### src/rtl/bht_access_sequencer_if.sv
// Bundles the prediction, update and table-port signals of bht_access_sequencer.
//   slave  : the sequencer's view (takes requests, drives the table port)
//   master : the environment's view (requesters plus the table memory)
// Signals:
//   pred_valid/pred_pc/pred_ready             prediction request handshake
//   pred_resp_valid/pred_taken                prediction result, one cycle after grant
//   upd_valid/upd_pc/upd_taken/upd_ready      resolved-branch update handshake
//   tbl_en/tbl_we/tbl_addr/tbl_wdata/tbl_rdata single-port table access
//   init_done                                 table sweep complete
interface bht_access_sequencer_if #(
  parameter int unsigned M    = 64,
  parameter int unsigned N    = 2,
  parameter int unsigned PC_W = 9
);
  localparam int unsigned IdxW = $clog2(M);

  logic            pred_valid;
  logic [PC_W-1:0] pred_pc;
  logic            pred_ready;
  logic            pred_resp_valid;
  logic            pred_taken;
  logic            upd_valid;
  logic [PC_W-1:0] upd_pc;
  logic            upd_taken;
  logic            upd_ready;
  logic            tbl_en;
  logic            tbl_we;
  logic [IdxW-1:0] tbl_addr;
  logic [N-1:0]    tbl_wdata;
  logic [N-1:0]    tbl_rdata;
  logic            init_done;

  modport slave (
    input  pred_valid, pred_pc, upd_valid, upd_pc, upd_taken, tbl_rdata,
    output pred_ready, pred_resp_valid, pred_taken, upd_ready,
           tbl_en, tbl_we, tbl_addr, tbl_wdata, init_done
  );

  modport master (
    output pred_valid, pred_pc, upd_valid, upd_pc, upd_taken, tbl_rdata,
    input  pred_ready, pred_resp_valid, pred_taken, upd_ready,
           tbl_en, tbl_we, tbl_addr, tbl_wdata, init_done
  );
endinterface

### src/rtl/bht_access_sequencer.sv
// Access sequencer for a single-port branch history table of M saturating N-bit counters.
// After reset it sweeps every entry to weakly-not-taken, then arbitrates the table port
// between fetch-side prediction reads and queued read-modify-write counter updates.
// Ports:
//   clk_i   clock, all state on the rising edge
//   rst_ni  asynchronous active-low reset; forces every output to 0 while low
//   bus     bht_access_sequencer_if.slave (prediction, update and table-port signals)
module bht_access_sequencer #(
  parameter int unsigned M       = 64,
  parameter int unsigned N       = 2,
  parameter int unsigned PC_W    = 9,
  parameter int unsigned Q_DEPTH = 4
) (
  input  logic                  clk_i,
  input  logic                  rst_ni,
  bht_access_sequencer_if.slave bus
);

  localparam int unsigned IdxW = $clog2(M);
  localparam int unsigned PtrW = $clog2(Q_DEPTH);
  localparam int unsigned CntW = PtrW + 1;

  localparam logic [CntW-1:0] QFull   = CntW'(Q_DEPTH);
  localparam logic [IdxW-1:0] LastIdx = IdxW'(M - 1);
  localparam logic [N-1:0]    WeakNt  = N'((1 << (N - 1)) - 1);
  localparam logic [N-1:0]    CntMax  = {N{1'b1}};

  localparam logic [1:0] StInit  = 2'd0;
  localparam logic [1:0] StRun   = 2'd1;
  localparam logic [1:0] StUpdWb = 2'd2;

  typedef struct packed {
    logic [IdxW-1:0] idx;
    logic            taken;
  } upd_entry_t;

  logic [1:0]      state_q, state_d;
  logic [IdxW-1:0] sweep_q, sweep_d;
  logic            init_done_q, init_done_d;
  logic            resp_q, resp_d;
  upd_entry_t      wb_q, wb_d;
  logic [PtrW-1:0] wr_ptr_q, wr_ptr_d;
  logic [PtrW-1:0] rd_ptr_q, rd_ptr_d;
  logic [CntW-1:0] count_q, count_d;
  upd_entry_t      mem_q [Q_DEPTH];

  logic            full, empty, is_run;
  logic            upd_ready, push, pop;
  logic            grant_upd, grant_pred;
  upd_entry_t      head, in_entry;
  logic [IdxW-1:0] pred_idx;
  logic [N-1:0]    sat_val;
  logic            tbl_en, tbl_we;
  logic [IdxW-1:0] tbl_addr;
  logic [N-1:0]    tbl_wdata;

  // Only the low PC bits index the table; the rest are intentionally ignored.
  logic unused_pc_bits;
  assign unused_pc_bits = ^{bus.pred_pc[PC_W-1:IdxW], bus.upd_pc[PC_W-1:IdxW]};

  assign pred_idx       = bus.pred_pc[IdxW-1:0];
  assign in_entry.idx   = bus.upd_pc[IdxW-1:0];
  assign in_entry.taken = bus.upd_taken;

  assign full   = (count_q == QFull);
  assign empty  = (count_q == '0);
  assign is_run = (state_q == StRun);
  assign head   = mem_q[rd_ptr_q];

  // A full queue never accepts, even while popping: no push-through.
  assign upd_ready = rst_ni & ~full;
  assign push      = bus.upd_valid & upd_ready;

  // Full queue beats predictions so resolved updates cannot be starved.
  assign grant_upd  = is_run & (full | (~bus.pred_valid & ~empty));
  assign grant_pred = is_run & ~full & bus.pred_valid;
  assign pop        = grant_upd;

  // Saturating increment/decrement of the counter read in the previous cycle.
  always_comb begin
    sat_val = bus.tbl_rdata;
    if (wb_q.taken) begin
      if (bus.tbl_rdata != CntMax) sat_val = bus.tbl_rdata + N'(1);
    end else begin
      if (bus.tbl_rdata != '0) sat_val = bus.tbl_rdata - N'(1);
    end
  end

  // Control FSM and sweep address.
  always_comb begin
    state_d     = state_q;
    sweep_d     = sweep_q;
    init_done_d = init_done_q;
    case (state_q)
      StInit: begin
        sweep_d = sweep_q + IdxW'(1);
        if (sweep_q == LastIdx) begin
          state_d     = StRun;
          init_done_d = 1'b1;
        end
      end
      StRun: begin
        if (grant_upd) state_d = StUpdWb;
      end
      StUpdWb: begin
        state_d = StRun;
      end
      default: begin
        state_d = StInit;
        sweep_d = '0;
      end
    endcase
  end

  // Queue bookkeeping and the entry carried into the write-back cycle.
  always_comb begin
    wr_ptr_d = wr_ptr_q + PtrW'(push);
    rd_ptr_d = rd_ptr_q + PtrW'(pop);
    count_d  = count_q + CntW'(push) - CntW'(pop);
    wb_d     = grant_upd ? head : wb_q;
    resp_d   = grant_pred;
  end

  // Table port drive; everything is held at 0 while reset is asserted.
  always_comb begin
    tbl_en    = 1'b0;
    tbl_we    = 1'b0;
    tbl_addr  = '0;
    tbl_wdata = '0;
    if (rst_ni) begin
      case (state_q)
        StInit: begin
          tbl_en    = 1'b1;
          tbl_we    = 1'b1;
          tbl_addr  = sweep_q;
          tbl_wdata = WeakNt;
        end
        StRun: begin
          if (grant_upd) begin
            tbl_en   = 1'b1;
            tbl_addr = head.idx;
          end else if (grant_pred) begin
            tbl_en   = 1'b1;
            tbl_addr = pred_idx;
          end
        end
        StUpdWb: begin
          tbl_en    = 1'b1;
          tbl_we    = 1'b1;
          tbl_addr  = wb_q.idx;
          tbl_wdata = sat_val;
        end
        default: begin
          tbl_en = 1'b0;
        end
      endcase
    end
  end

  assign bus.tbl_en          = tbl_en;
  assign bus.tbl_we          = tbl_we;
  assign bus.tbl_addr        = tbl_addr;
  assign bus.tbl_wdata       = tbl_wdata;
  assign bus.upd_ready       = upd_ready;
  assign bus.pred_ready      = rst_ni & is_run & ~full;
  assign bus.pred_resp_valid = resp_q;
  assign bus.pred_taken      = resp_q & bus.tbl_rdata[N-1];
  assign bus.init_done       = init_done_q;

  always_ff @(posedge clk_i or negedge rst_ni) begin
    if (!rst_ni) begin
      state_q     <= StInit;
      sweep_q     <= '0;
      init_done_q <= 1'b0;
      resp_q      <= 1'b0;
      wb_q        <= '0;
      wr_ptr_q    <= '0;
      rd_ptr_q    <= '0;
      count_q     <= '0;
    end else begin
      state_q     <= state_d;
      sweep_q     <= sweep_d;
      init_done_q <= init_done_d;
      resp_q      <= resp_d;
      wb_q        <= wb_d;
      wr_ptr_q    <= wr_ptr_d;
      rd_ptr_q    <= rd_ptr_d;
      count_q     <= count_d;
    end
  end

  always_ff @(posedge clk_i or negedge rst_ni) begin
    if (!rst_ni) begin
      for (int i = 0; i < int'(Q_DEPTH); i++) mem_q[i] <= '0;
    end else if (push) begin
      mem_q[wr_ptr_q] <= in_entry;
    end
  end

endmodule

### src/flat_wrapper.sv
// flat-port wrapper written by rule: the top's interface ports become plain ports
module bht_access_sequencer_flat 
#(
  parameter int unsigned M       = 64,
  parameter int unsigned N       = 2,
  parameter int unsigned PC_W    = 9,
  parameter int unsigned Q_DEPTH = 4
)
  (clk_i, rst_ni, bus_pred_valid, bus_pred_pc, bus_upd_valid, bus_upd_pc, bus_upd_taken, bus_tbl_rdata, bus_pred_ready, bus_pred_resp_valid, bus_pred_taken, bus_upd_ready, bus_tbl_en, bus_tbl_we, bus_tbl_addr, bus_tbl_wdata, bus_init_done);
  bht_access_sequencer_if #(.M(M), .N(N), .PC_W(PC_W)) bus_i ();
  input  logic clk_i;
  input  logic rst_ni;
  input wire logic [$bits(bus_i.pred_valid)-1:0] bus_pred_valid;
  input wire logic [$bits(bus_i.pred_pc)-1:0] bus_pred_pc;
  input wire logic [$bits(bus_i.upd_valid)-1:0] bus_upd_valid;
  input wire logic [$bits(bus_i.upd_pc)-1:0] bus_upd_pc;
  input wire logic [$bits(bus_i.upd_taken)-1:0] bus_upd_taken;
  input wire logic [$bits(bus_i.tbl_rdata)-1:0] bus_tbl_rdata;
  output wire logic [$bits(bus_i.pred_ready)-1:0] bus_pred_ready;
  output wire logic [$bits(bus_i.pred_resp_valid)-1:0] bus_pred_resp_valid;
  output wire logic [$bits(bus_i.pred_taken)-1:0] bus_pred_taken;
  output wire logic [$bits(bus_i.upd_ready)-1:0] bus_upd_ready;
  output wire logic [$bits(bus_i.tbl_en)-1:0] bus_tbl_en;
  output wire logic [$bits(bus_i.tbl_we)-1:0] bus_tbl_we;
  output wire logic [$bits(bus_i.tbl_addr)-1:0] bus_tbl_addr;
  output wire logic [$bits(bus_i.tbl_wdata)-1:0] bus_tbl_wdata;
  output wire logic [$bits(bus_i.init_done)-1:0] bus_init_done;
  assign bus_i.pred_valid = bus_pred_valid;
  assign bus_i.pred_pc = bus_pred_pc;
  assign bus_i.upd_valid = bus_upd_valid;
  assign bus_i.upd_pc = bus_upd_pc;
  assign bus_i.upd_taken = bus_upd_taken;
  assign bus_i.tbl_rdata = bus_tbl_rdata;
  assign bus_pred_ready = bus_i.pred_ready;
  assign bus_pred_resp_valid = bus_i.pred_resp_valid;
  assign bus_pred_taken = bus_i.pred_taken;
  assign bus_upd_ready = bus_i.upd_ready;
  assign bus_tbl_en = bus_i.tbl_en;
  assign bus_tbl_we = bus_i.tbl_we;
  assign bus_tbl_addr = bus_i.tbl_addr;
  assign bus_tbl_wdata = bus_i.tbl_wdata;
  assign bus_init_done = bus_i.init_done;
  bht_access_sequencer #(.M(M), .N(N), .PC_W(PC_W), .Q_DEPTH(Q_DEPTH)) u_core (.clk_i(clk_i), .rst_ni(rst_ni), .bus(bus_i));
endmodule
### config.mk
export PLATFORM = sky130hd
export DESIGN_NAME = bht_access_sequencer_flat
export DESIGN_NICKNAME = d
export VERILOG_FILES = /design/src/rtl/bht_access_sequencer_if.sv /design/src/rtl/bht_access_sequencer.sv /design/src/flat_wrapper.sv
export SDC_FILE = /design/constraint.sdc
export NUM_CORES = 1
export LEC_CHECK = 0
export ABC_AREA = 1
export CAP_MARGIN = 10
export CELL_PAD_IN_SITES_DETAIL_PLACEMENT = 0
export CELL_PAD_IN_SITES_GLOBAL_PLACEMENT = 2
export CORE_MARGIN = 2
export CORE_UTILIZATION = 32
export DETAILED_ROUTE_END_ITERATION = 7
export GPL_TIMING_DRIVEN = 0
export PLACE_DENSITY = 0.82
export SYNTH_ARGS = -nofsm -noshare
export SYNTH_HDL_FRONTEND = slang
export SYNTH_SLANG_ARGS = --single-unit
### constraint.sdc
create_clock -name clk_i -period 2.6 [get_ports clk_i]
set_clock_uncertainty 0.2 [all_clocks]
set_input_delay 0.52 -clock clk_i [delete_from_list [all_inputs] [get_ports clk_i]]
set_output_delay 0.52 -clock clk_i [all_outputs]
set_load 0.005 [all_outputs]
# After elaboration in Yosys (flattened, before gate mapping)
# Index checks and enable logic that the tools add are counted.
# Widths: inputs -> output; s select.
# totals
inputBits	25
wordCells	82
regBits	52
out_inout_bits	15
# op_classes
eq_ne	7
magnitude_cmp	3
muxes	25
addsub	7
n_bitwise	15
n_reduce_logical	8
# op_table
op	count
$bwmux 28	1
$mux 7	3
$mux 6	3
$pmux 6 s3	1
$bmux 7 s2	1
$demux 7 s2	1
$mux 2	6
$pmux 6 s2	1
$and 1x1->1	9
$add 6x1->6 const B	1
$eq 6x6->1 const B	1
$ge 3x3->1 const B	2
$not 2->3	2
$pmux 2 s3	1
$mux 1	5
$add 2x1->2	2
$ne 2x2->1 const B	2
$pmux 2 s2	1
$reduce_and 2->1	2
$reduce_or 2->1	2
$add 3x1->3	1
$eq 3x3->1 const B	1
$logic_not 3->1	1
$lt 3x1->1 const B	1
12 further kinds	14

# Longest topological paths before layout
# Gate-level depths: netlist (run 1).
# depth
depth_word	8
mapped_depth	10
depth_no_buf	9

# Least setup slack after synthesis (run 1)
# OpenSTA, ideal clock, no wires.
# synth_path
path_type	register to register
start	register u_core.state_q[1]
end	register u_core.count_q[2]
required_ns	2.271
path_stages_with_launch	11
setup_ns	0.129
arrival_ns	2.070
path_buffers	1
slack_ns	0.201
period_less_slack_ns	2.399
cell_sequence	dfrtp_1 > inv_1 > ha_1 > clkbuf_1 > inv_1 > nor2_4 > ha_1 > inv_1 > ha_1 > fa_1 > xor2_1
# synth_via
elab_chain_cells	3
# synth_rtl
element	line_no	source
from (decl)	bht_access_sequencer.sv:37	logic [1:0] state_q, state_d;
from (signal assigned)	bht_access_sequencer.sv:172	state_q <= StInit;
from (signal assigned)	bht_access_sequencer.sv:181	state_q <= state_d;
$eq 2x1->1	bht_access_sequencer.sv:67	assign is_run = (state_q == StRun);
$and 1x1->1	bht_access_sequencer.sv:75	assign grant_upd = is_run & (full | (~bus.pred_valid & ~empty));
net u_core.grant_upd	bht_access_sequencer.sv:49	logic grant_upd, grant_pred;
$sub 3x1->3	bht_access_sequencer.sv:119	count_d = count_q + CntW'(push) - CntW'(pop);
net u_core.count_d[2]	bht_access_sequencer.sv:44	logic [CntW-1:0] count_q, count_d;
to (signal assigned)	bht_access_sequencer.sv:188	count_q <= count_d;
to (decl)	bht_access_sequencer.sv:44	
# The timed path passes the listed nets, and every way through them passes these cells.
# A chain may end at the register's enable or synchronous reset.

# Final worst setup path (run 1)
# layout_path
start	register u_core.state_q[0]
end	output bus_tbl_addr[1]
# layout_via
elab_chain_cells	7
word_cells_on_any_way	10
cone_classes	eq/ne (2); mux (4); bitwise (3); reduce/logical (1)
# layout_rtl
element	line_no	source
$eq 2x1->1	bht_access_sequencer.sv:67, bht_access_sequencer.sv:131	
$and 1x1->1 (2 in series)	bht_access_sequencer.sv:76	assign grant_pred = is_run & ~full & bus.pred_valid;
$mux 6	bht_access_sequencer.sv:142	end else if (grant_pred) begin
$mux 6	bht_access_sequencer.sv:139	if (grant_upd) begin
$pmux 6 s3 *	bht_access_sequencer.sv:131	case (state_q)
$mux 6 *	bht_access_sequencer.sv:130	if (rst_ni) begin
to (decl)	flat_wrapper.sv:25	output wire logic [$bits(bus_i.tbl_addr)-1:0] bus_tbl_addr;
# Every way passes the cells marked *; elsewhere a longest branch is shown, timed or not.

==> results of run 1 <==
-- power by group through the flow --
stage | Combinational (mW) | Clock [mW] | Sequential (mW)
2_1_floorplan | 0.500 | 0 | 1.18
6_report | 0.691 | 0.575 | 1.21
4_1_cts | 0.691 | 0.600 | 1.21
5_1_grt | 0.803 | 0.630 | 1.24
3_5_place_dp | 0.668 | 0 | 1.22
3_3_place_gp | 0.641 | 0 | 1.21
-- registers in the layout (all words and copies together) (netlist names) --
name                        cells
u_core.bus.init_done            1
u_core.bus.pred_resp_valid      1
u_core.count_q                  3
u_core.mem_q                   28
u_core.rd_ptr_q                 2
u_core.state_q                  2
u_core.sweep_q                  6
u_core.wb_q                     7
u_core.wr_ptr_q                 2
-- what timing repair did --
action                                  in CTS  in global routing
pin swaps                                    2                  3
endpoints found under the setup margin      14                 11
hold buffers                                 2                  0
gates cloned                                 1                  0
endpoints found under the hold margin       19                  0
buffers inserted                            12                  5
resized for setup                           23                 38
-- cells in the final DEF (no fill, tap or decap), drive strengths merged --
cell type,Yosys,final
bufinv,0,1
dlygate4sd2,0,1
a211o,1,1
nand4,7,7
inv,51,51
nor3,2,2
a21oi,5,5
dfrtp,52,52
dlymetal6s2s,0,4
nor3b,1,1
xor2,3,3
clkbuf,2,12
nand3,19,19
fa,1,1
xnor2,1,1
o22ai,5,5
clkdlybuf4s50,0,22
nor2,45,46
o21ai,40,40
clkinvlp,0,2
buf,8,26
ha,10,10
o21bai,1,1
nand2,94,94
dlygate4sd3,0,1
-- layout make-up --
cell class / count / area [sq um]
flip-flops and latches: 52 / 1300
clock buffers: 5 / 68.8
clock inverters: 3 / 46.3
repair buffers: 52 / 495
fillers: 898 / 4920
plain buffers: 9 / 80.1
well taps: 108 / 135
inverters: 51 / 198
multi-input cells: 236 / 1340
-- through the flow --
step	setup TNS [ns]	hold slack [ns]	util
final	-0.115	0.0811	0.427
after global routing	-0.386	0.0928	0.427
after CTS	-0.960	0.0812	0.412
after detailed placement	-3.09	0.267	0.379
after global placement	-127.07	0.262	0.377
after floorplan	0	0.0244	-
-- layer usage --
layer / vias to the layer above / track usage / wire length [um]
li1: 1211 / - / -
met1: 1064 / 0.182 / 3140
met2: 33 / 0.260 / 3290
met3: 5 / 0.0230 / 204
met4: 0 / 0.0417 / 60
met5: - / 0 / 0
-- how the worst max path moves through the flow --
| stage | startpoint | to | slack, ns | cells after the start |
|---|---|---|---|---|
| 3_5_place_dp | rst_ni | bus_tbl_addr[4] | -0.39 | 6 |
| 6_report | u_core.state_q[0] | bus_tbl_addr[1] | -0.11 | 8 |
| 5_1_grt | u_core.state_q[1] | bus_tbl_addr[1] | -0.25 | 7 |
| 2_1_floorplan | u_core.state_q[1] | u_core.count_q[2] | 0.20 | 10 |
| 3_3_place_gp | rst_ni | bus_tbl_en | -2.47 | 6 |
| 4_1_cts | u_core.state_q[0] | bus_tbl_addr[3] | -0.21 | 9 |
-- worst register-to-register path, stage by stage, from the launching register on --
cell	delay (ns)
dfrtp_1	0.47
nor2_4	0.16
nand2_1	0.10
nand2_2	0.15
nor2_4	0.07
buf_4	0.14
ha_1	0.27
inv_1	0.04
ha_1	0.18
fa_1	0.39
xor2_1	0.18
-- cells by family (layout without fill, tap and decap cells) --
| family | Yosys count | in the layout | share of synthesized area |
|---|---|---|---|
| simple gates | 168 | 169 | 0.265 |
| xor+xnor | 4 | 4 | 0.0126 |
| flops | 52 | 52 | 0.467 |
| fa+ha+maj | 11 | 11 | 0.0521 |
| buf+inv | 61 | 120 | 0.0947 |
| compound gates | 52 | 52 | 0.109 |
==> flow_summary.toml, run 1 <==
[job]
drv_cap = 0

[clock_network]
clock_latency_ns = 0.31
htreeDepth = 2
cts_buffers = 5
clock_sinks = 52
path_clk_slew_ns = 0.10
clk_root_buffer_cell = "clkbuf_8"
clock_tree.buffer_depth = 2
cts_tree = "yes"

[synth]
syn_nets = 384
synth.cell_area_sq_um = 2790
syn_inst = 348
synth_ff_type = "dfrtp_1"
yosys.area.top_type = "dfrtp_1"
synth_edf_count = 0
synth.most_common_cell = "nand2_1"
yosys_register_bits = 52
yosysSeqAreaShare = 0.467
synth_area_leaders = "dfrtp_1 47%, nand2_1 12%, inv_1 6.9%"
ys_warn_count = 0
synth.avg_cell_area_sq_um = 8.01
synthTopCellsByCount = "92 x nand2_1, 52 x dfrtp_1, 51 x inv_1"
synth_cell_types = 27
async_flop_share = 1.00
synth_top_area_frac = 0.467

[floorplan]
fp-row-count = 34
die_x_um = 97.3
die_h_um = 97.3
core_area_sq_um = 8590
initial_utilization = 0.324
ios = 40
die_area_sq_um = 9470

[finish]
drive_gt1_frac = 0.211
diodes = 0
nets = 443
synthToLayoutAreaGrowth_pct = 31.7
final_cell_count_no_fill = 516
finalInstanceArea_sq_um = 3670

[power_and_ir_drop]
p_int_mw = 1.64
power_frac_clock = 0.232
power_switching_mw = 0.843
combPwrFrac = 0.279
p_seq_frac = 0.489
power.density_nw_per_um2 = 675
leakagePower_nw = 1.90
switching_share = 0.340
ir_drop_v = 0.000302
finalPower_mw = 2.48

[route]
vias = 2313
wl_per_cell_um = 13.0
firstDrtPassIters = 4
drt_iter0_drc = 35
drc = 0
routed_wl_um = 6700
via_per_inst = 4.48
antenna_left = 0

[setup_path]
r2r_start = "u_core.count_q[1]"
max_stage_delay_ns = 0.46
path_delay_family = "buffers and inverters"
worstPathArrival_ns = 1.99
reg2reg_to = "u_core.count_q[2]"
critPathSlowestCell = "dfrtp_2"
crit_type = "register to output pin"
path_cells = "buf_4, ha_4, buf_4, nand4_1, nand3_1, nor2_1, nor2_1, clkdlybuf4s50_1"
cp_num_buf_inv = 3
start_kind = "register"
end_kind = "output pin"
worst-path-max-fanout = 7
rr_worst_depth = 10
worst-r2r-setup-slack_ns = 0.14
worst_ep_required_time_ns = 1.88

[global_route]
grtUsageTotal = 0.146
grt_antenna_before_repair = 0
grt_overflow = 0
grt_pass1_wl_um = 11100
first_global_vias = 2304
grt_max_degree = 34

[timing]
hold_viol = 0
fin_crit_ns = 2.71
drv_slew = 0
tightest_slew_ns = 0.905
fin_ws_ns = -0.115
period_share = 1.04
rsz0062_at_grt = "true"
fmax_ghz = 0.368
setup_viol = 1
relSlewSlack = 0.395

[placed_design]
placed_area_sq_um = 3260
dp.cells = 489
dp_hpwl_um = 4700
place_ws_ns = -0.389
port_buffers = 32
gp_congestion = 0.733

[run_status]
violations = "negative setup slack"
status = "finished, violations left"

[hold_path]
hp-class = "input port to async pin"
(Power assumes the default switching activity.)
==> inputs of run 2 (changes only) <==
--- a/config.mk
+++ b/config.mk
@@ -6,6 +6,7 @@
 export NUM_CORES = 1
 export LEC_CHECK = 0
 export ABC_AREA = 1
+export ABC_CLOCK_PERIOD_IN_PS = 2600
 export CAP_MARGIN = 10
 export CELL_PAD_IN_SITES_DETAIL_PLACEMENT = 0
 export CELL_PAD_IN_SITES_GLOBAL_PLACEMENT = 2
@@ -13,7 +14,7 @@
 export CORE_UTILIZATION = 32
 export DETAILED_ROUTE_END_ITERATION = 7
 export GPL_TIMING_DRIVEN = 0
-export PLACE_DENSITY = 0.82
+export PLACE_DENSITY_LB_ADDON = 0.1
 export SYNTH_ARGS = -nofsm -noshare
 export SYNTH_HDL_FRONTEND = slang
 export SYNTH_SLANG_ARGS = --single-unit
==> run 2 against run 1 <==
  * The flow still finishes with violations (negative setup slack)
  * Critical path type unchanged
  * Fmax down 3.1%
  * Sequential cell count did not move
  * Combinational power rose by 2%
  * Register-to-register slack got worse by 0.03 ns
  * Sequential power barely moved
==> flow_summary.toml, run 2 (same netlist as run 1, synthesis figures left out) <==
[global_route]
grt_max_degree = 22
grt_antenna_before_repair = 0
grtUsageTotal = 0.159
grt_overflow = 0
grt_pass1_wl_um = 11900
first_global_vias = 2310

[timing]
hold_slack_ns = 0.283
relSlewSlack = 0.329
tns_ns = -0.681
fin_crit_ns = 2.80
tightest_slew_ns = 1.00
fin_ws_ns = -0.201
fmax_ghz = 0.357
setup_viol = 4
period_share = 1.08
drv_slew = 0
hold_viol = 0
rsz0062_at_grt = "true"

[clock_network]
cts_tree = "yes"
clock_sinks = 52
path_clk_slew_ns = 0.10
htreeDepth = 2
cts_buffers = 5
clk_root_buffer_cell = "clkbuf_8"
clock_tree.buffer_depth = 2
clock_latency_ns = 0.30

[setup_path]
start_kind = "register"
cp_num_buf_inv = 4
worst-r2r-setup-slack_ns = 0.11
worst_ep_required_time_ns = 1.88
path_delay_family = "buffers and inverters"
critPathSlowestCell = "clkdlybuf4s50_1"
max_stage_delay_ns = 0.49
r2r_start = "u_core.count_q[1]"
rr_worst_depth = 10
reg2reg_to = "u_core.count_q[2]"
worstPathArrival_ns = 2.08
end_kind = "output pin"
crit_type = "register to output pin"
path_cells = "inv_2, ha_4, clkinvlp_4, nor2_4, nand2_2, nand3_1, nand2_1, inv_1, clkdlybuf4s50_1"
worst-path-max-fanout = 5

[floorplan]
initial_utilization = 0.324
die_x_um = 97.3
ios = 40
core_area_sq_um = 8590
die_area_sq_um = 9470
die_h_um = 97.3
fp-row-count = 34

[hold_path]
hold_path_startpoint = "u_core.bus.init_done"
hp-class = "register to register"
hold_end = "u_core.bus.init_done"
hold_depth = 1

[power_and_ir_drop]
switching_share = 0.336
power_switching_mw = 0.830
ir_drop_v = 0.000335
p_seq_frac = 0.489
p_int_mw = 1.64
power.density_nw_per_um2 = 678
power_frac_clock = 0.226
leakagePower_nw = 1.86
combPwrFrac = 0.285

[run_status]
status = "finished, violations left"
violations = "negative setup slack"

[route]
routed_wl_um = 7090
firstDrtPassIters = 4
wl_per_cell_um = 13.6
drc = 0
via_per_inst = 4.53
antenna_left = 0
drt_iter0_drc = 55
vias = 2353

[finish]
nets = 447
finalInstanceArea_sq_um = 3640
drive_gt1_frac = 0.187
diodes = 0
layout_common_cells = "88 x nand2_1, 50 x dfrtp_1, 45 x inv_1"
layout_commonest_cell = "nand2_1"
largest_register_ffs = 28
synthToLayoutAreaGrowth_pct = 30.7
fillCellCount = 894
largest-register = "u_core.mem_q"
top_regs = "u_core.mem_q (28), u_core.wb_q (7), u_core.sweep_q (6)"

[placed_design]
gp_congestion = 0.735
placed_area_sq_um = 3260
dp_hpwl_um = 4840
port_buffers = 32

[job]
drv_cap = 0
run 2: how the worst max path moves through the flow:
| stage | depth (start not counted) | to | from |
|---|---|---|---|
| floorplan | 10 | u_core.count_q[2] | u_core.state_q[1] |
| detailed placement | 10 | bus_tbl_addr[5] | u_core.state_q[1] |
| finish | 9 | bus_tbl_addr[2] | u_core.state_q[1] |
| global placement | 6 | bus_tbl_addr[4] | rst_ni |
| CTS | 9 | bus_tbl_addr[5] | u_core.state_q[0] |
| global route | 9 | bus_tbl_addr[2] | u_core.state_q[1] |
run 2: power by group through the flow:
| stage | Sequential [mW] | Combinational [mW] | Clock [mW] |
|---|---|---|---|
| floorplan | 1.18 | 0.500 | 0 |
| finish | 1.21 | 0.703 | 0.558 |
| CTS | 1.20 | 0.698 | 0.579 |
| detailed placement | 1.22 | 0.671 | 0 |
| global route | 1.24 | 0.822 | 0.613 |
| global placement | 1.21 | 0.649 | 0 |
run 2: stage by stage:
| stage | power [mW] | instances | setup slack (ns) | utilization |
|---|---|---|---|---|
| after global routing | 2.67 | 520 | -0.370 | 0.424 |
| after global placement | 1.86 | 488 | -2.58 | 0.377 |
| after CTS | 2.48 | 513 | -0.216 | 0.412 |
| after floorplan | 1.68 | 348 | 0.201 | - |
| final | 2.47 | 520 | -0.201 | 0.424 |
| after detailed placement | 1.89 | 489 | -0.398 | 0.379 |
run 2: area by class of cell:
type	instances	area, sq um	share of cell area
multi-input cells	236	1290	0.356
inverters	51	195	0.0536
plain buffers	9	86.3	0.0237
clock inverters	2	35.0	0.00962
clock buffers	6	72.6	0.0199
repair buffers	56	519	0.143
well taps	108	135	0.0371
flip-flops and latches	52	1300	0.358
run 2: what timing repair did:
action | in CTS | in global routing
hold buffers | 3 | 0
pin swaps | 2 | 3
hold endpoints to repair | 16 | 0
cloned | 1 | 0
resized for setup | 20 | 20
setup endpoints to repair | 14 | 10
buffers inserted | 13 | 7
run 2: routing by layer:
layer  share of wire  track usage  up-vias  routed length (um)
li1                -            -     1225                   -
met2            0.47        0.267       42                3300
met4           0.016       0.0470        0                 116
met3           0.034       0.0317        9                 243
met1            0.48        0.208     1077                3430
met5               0            0        -                   0
==> inputs of run 3 (changes only) <==
--- a/config.mk
+++ b/config.mk
@@ -13,8 +13,8 @@
 export CORE_MARGIN = 2
 export CORE_UTILIZATION = 32
 export DETAILED_ROUTE_END_ITERATION = 7
-export GPL_TIMING_DRIVEN = 0
 export PLACE_DENSITY_LB_ADDON = 0.1
+export SLEW_MARGIN = 20
 export SYNTH_ARGS = -nofsm -noshare
 export SYNTH_HDL_FRONTEND = slang
 export SYNTH_SLANG_ARGS = --single-unit
==> run 3 against run 2 <==
  * The flow now finishes without violations
  * Critical path depth is 5 lower
  * Sequential power barely moved
  * Register-to-register slack barely moved
  * Sequential share of layout area rose by 0.20 points
  * Largest cell class is now multi-input gates
  * Fmax rose by 10%
  * Critical path type is now input port to output pin
  * Total power up 2.8%
==> flow_summary.toml, run 3 (same netlist as run 1, synthesis figures left out) <==
[run_status]
status = "finished, final reports clean"

[timing]
fmax_ghz = 0.394
tightest_slew_ns = 0.403
setup_viol = 0
hold_viol = 0
relSlewSlack = 0.731
fin_ws_ns = 0.0640
fin_crit_ns = 2.54
drv_slew = 0
rsz0062_at_grt = "true"
tns_ns = 0
period_share = 0.975

[finish]
nets = 445
synthToLayoutAreaGrowth_pct = 29.9
largest_register_ffs = 28
drive_gt1_frac = 0.190
layout_commonest_cell = "nand2_1"
largest-register = "u_core.mem_q"
top_regs = "u_core.mem_q (28), u_core.wb_q (7), u_core.sweep_q (6)"
fin_util = 0.422
layout_common_cells = "89 x nand2_1, 50 x dfrtp_1, 46 x inv_1"
finalInstanceArea_sq_um = 3620
diodes = 0

[setup_path]
reg2reg_to = "u_core.count_q[2]"
path_cells = "clkdlybuf4s50_1, nor2_1, nor3_1, clkdlybuf4s50_1"
crit_type = "input port to output pin"
worstPathArrival_ns = 1.82
rr_worst_depth = 11
worst-r2r-setup-slack_ns = 0.10
worst_ep_required_time_ns = 1.88
max_stage_delay_ns = 0.52
start_kind = "input port"
cp_common_cell = "clkdlybuf4s50_1"
end_kind = "output pin"
r2r_start = "u_core.state_q[0]"
cp_num_buf_inv = 2
critPathSlowestCell = "clkdlybuf4s50_1"
path_delay_family = "buffers and inverters"
worst-path-max-fanout = 4

[placed_design]
place_ws_ns = -0.327
port_buffers = 33
gp_congestion = 0.744
dp_hpwl_um = 4830
placed_area_sq_um = 3320

[route]
vias = 2325
antenna_left = 0
wl_per_cell_um = 13.0
firstDrtPassIters = 4
routed_wl_um = 6710
drc = 0
via_per_inst = 4.49
drt_iter0_drc = 68

[clock_network]
hold_buffers = 0
path_clk_slew_ns = 0.09
cts_buffers = 5
cts_tree = "yes"
htreeDepth = 2
clock_tree.buffer_depth = 2
clk_root_buffer_cell = "clkbuf_8"
clock_latency_ns = 0.30
clock_sinks = 52

[global_route]
grtUsageTotal = 0.150
grt_antenna_before_repair = 0
first_global_vias = 2272
grt_pass1_wl_um = 11400
grt_overflow = 0
grt_max_degree = 32

[floorplan]
fp-row-count = 34
die_h_um = 97.3
core_area_sq_um = 8590
die_x_um = 97.3
initial_utilization = 0.324
ios = 40
die_area_sq_um = 9470

[power_and_ir_drop]
power.density_nw_per_um2 = 700
leakagePower_nw = 1.87
ir_drop_v = 0.000360

[hold_path]
hp-class = "input port to async pin"

[job]
drv_cap = 0
[run 3: changes by cell type in the layout (fill, tap and decap cells not counted), sizes merged]
cell / change
clkinv: -1
clkbuf: -1
dlymetal6s2s: -1
buf: +2
clkdlybuf4s50: -4
inv: +1
clkinvlp: -1
dlygate4sd2: +6
dlygate4sd3: -3
[run 3: layout make-up]
cell class | instances | area [sq um]
fill | 919 | 4970
multi-input combinational | 236 | 1310
sequential | 52 | 1300
timing repair buffer | 63 | 553
inverter | 51 | 194
tap | 108 | 135
clock buffer | 7 | 96.3
clock inverter | 1 | 30.0
[run 3: how the worst max path moves through the flow]
stage                     slack, ns                end  depth (start not counted)          startpoint
after global routing          -0.07    bus_tbl_addr[5]                         10  u_core.rd_ptr_q[0]
after global placement        -0.32    bus_tbl_addr[0]                          9      bus_pred_valid
after floorplan                0.20  u_core.count_q[2]                         10   u_core.state_q[1]
final                          0.06   bus_tbl_wdata[1]                          4    bus_tbl_rdata[1]
after CTS                     -0.10    bus_tbl_addr[0]                          9  u_core.rd_ptr_q[0]
after detailed placement      -0.33    bus_tbl_addr[0]                          9      bus_pred_valid
[run 3: worst reg2reg max path, stage by stage, from the launching register on]
cell,delay (ns)
dfrtp_2,0.44
buf_6,0.13
ha_4,0.17
inv_4,0.09
nor2_4,0.06
buf_4,0.13
buf_4,0.13
ha_1,0.26
inv_1,0.03
ha_1,0.18
fa_1,0.40
xor2_1,0.17
[run 3: per-stage QoR]
stage,total power [mW],std cells,hold WS [ns]
final,2.54,518,0.0892
after global routing,2.74,518,0.127
after CTS,2.55,514,0.103
after global placement,1.86,498,0.261
after detailed placement,1.88,498,0.270
after floorplan,1.68,348,0.0244
[run 3: where the power goes]
group          internal, mW  total (mW)  switching (mW)
clock network         0.340       0.616           0.276
registers              1.05        1.21           0.166
logic                 0.313       0.705           0.392
[run 3: what timing repair did]
action	CTS	global route
cloned	1	0
gates resized for setup	33	9
setup endpoints to repair	9	3
setup buffers	7	4
pin swaps	8	2
[run 3: metal layers]
layer  routed length, um  share of wire  track usage  vias up
li1                    -              -            -     1221
met1                3220           0.48        0.195     1054
met2                3170           0.47        0.255       43
met3                 221          0.033       0.0288        7
met4                  98          0.015       0.0406        0
met5                   0              0            0        -
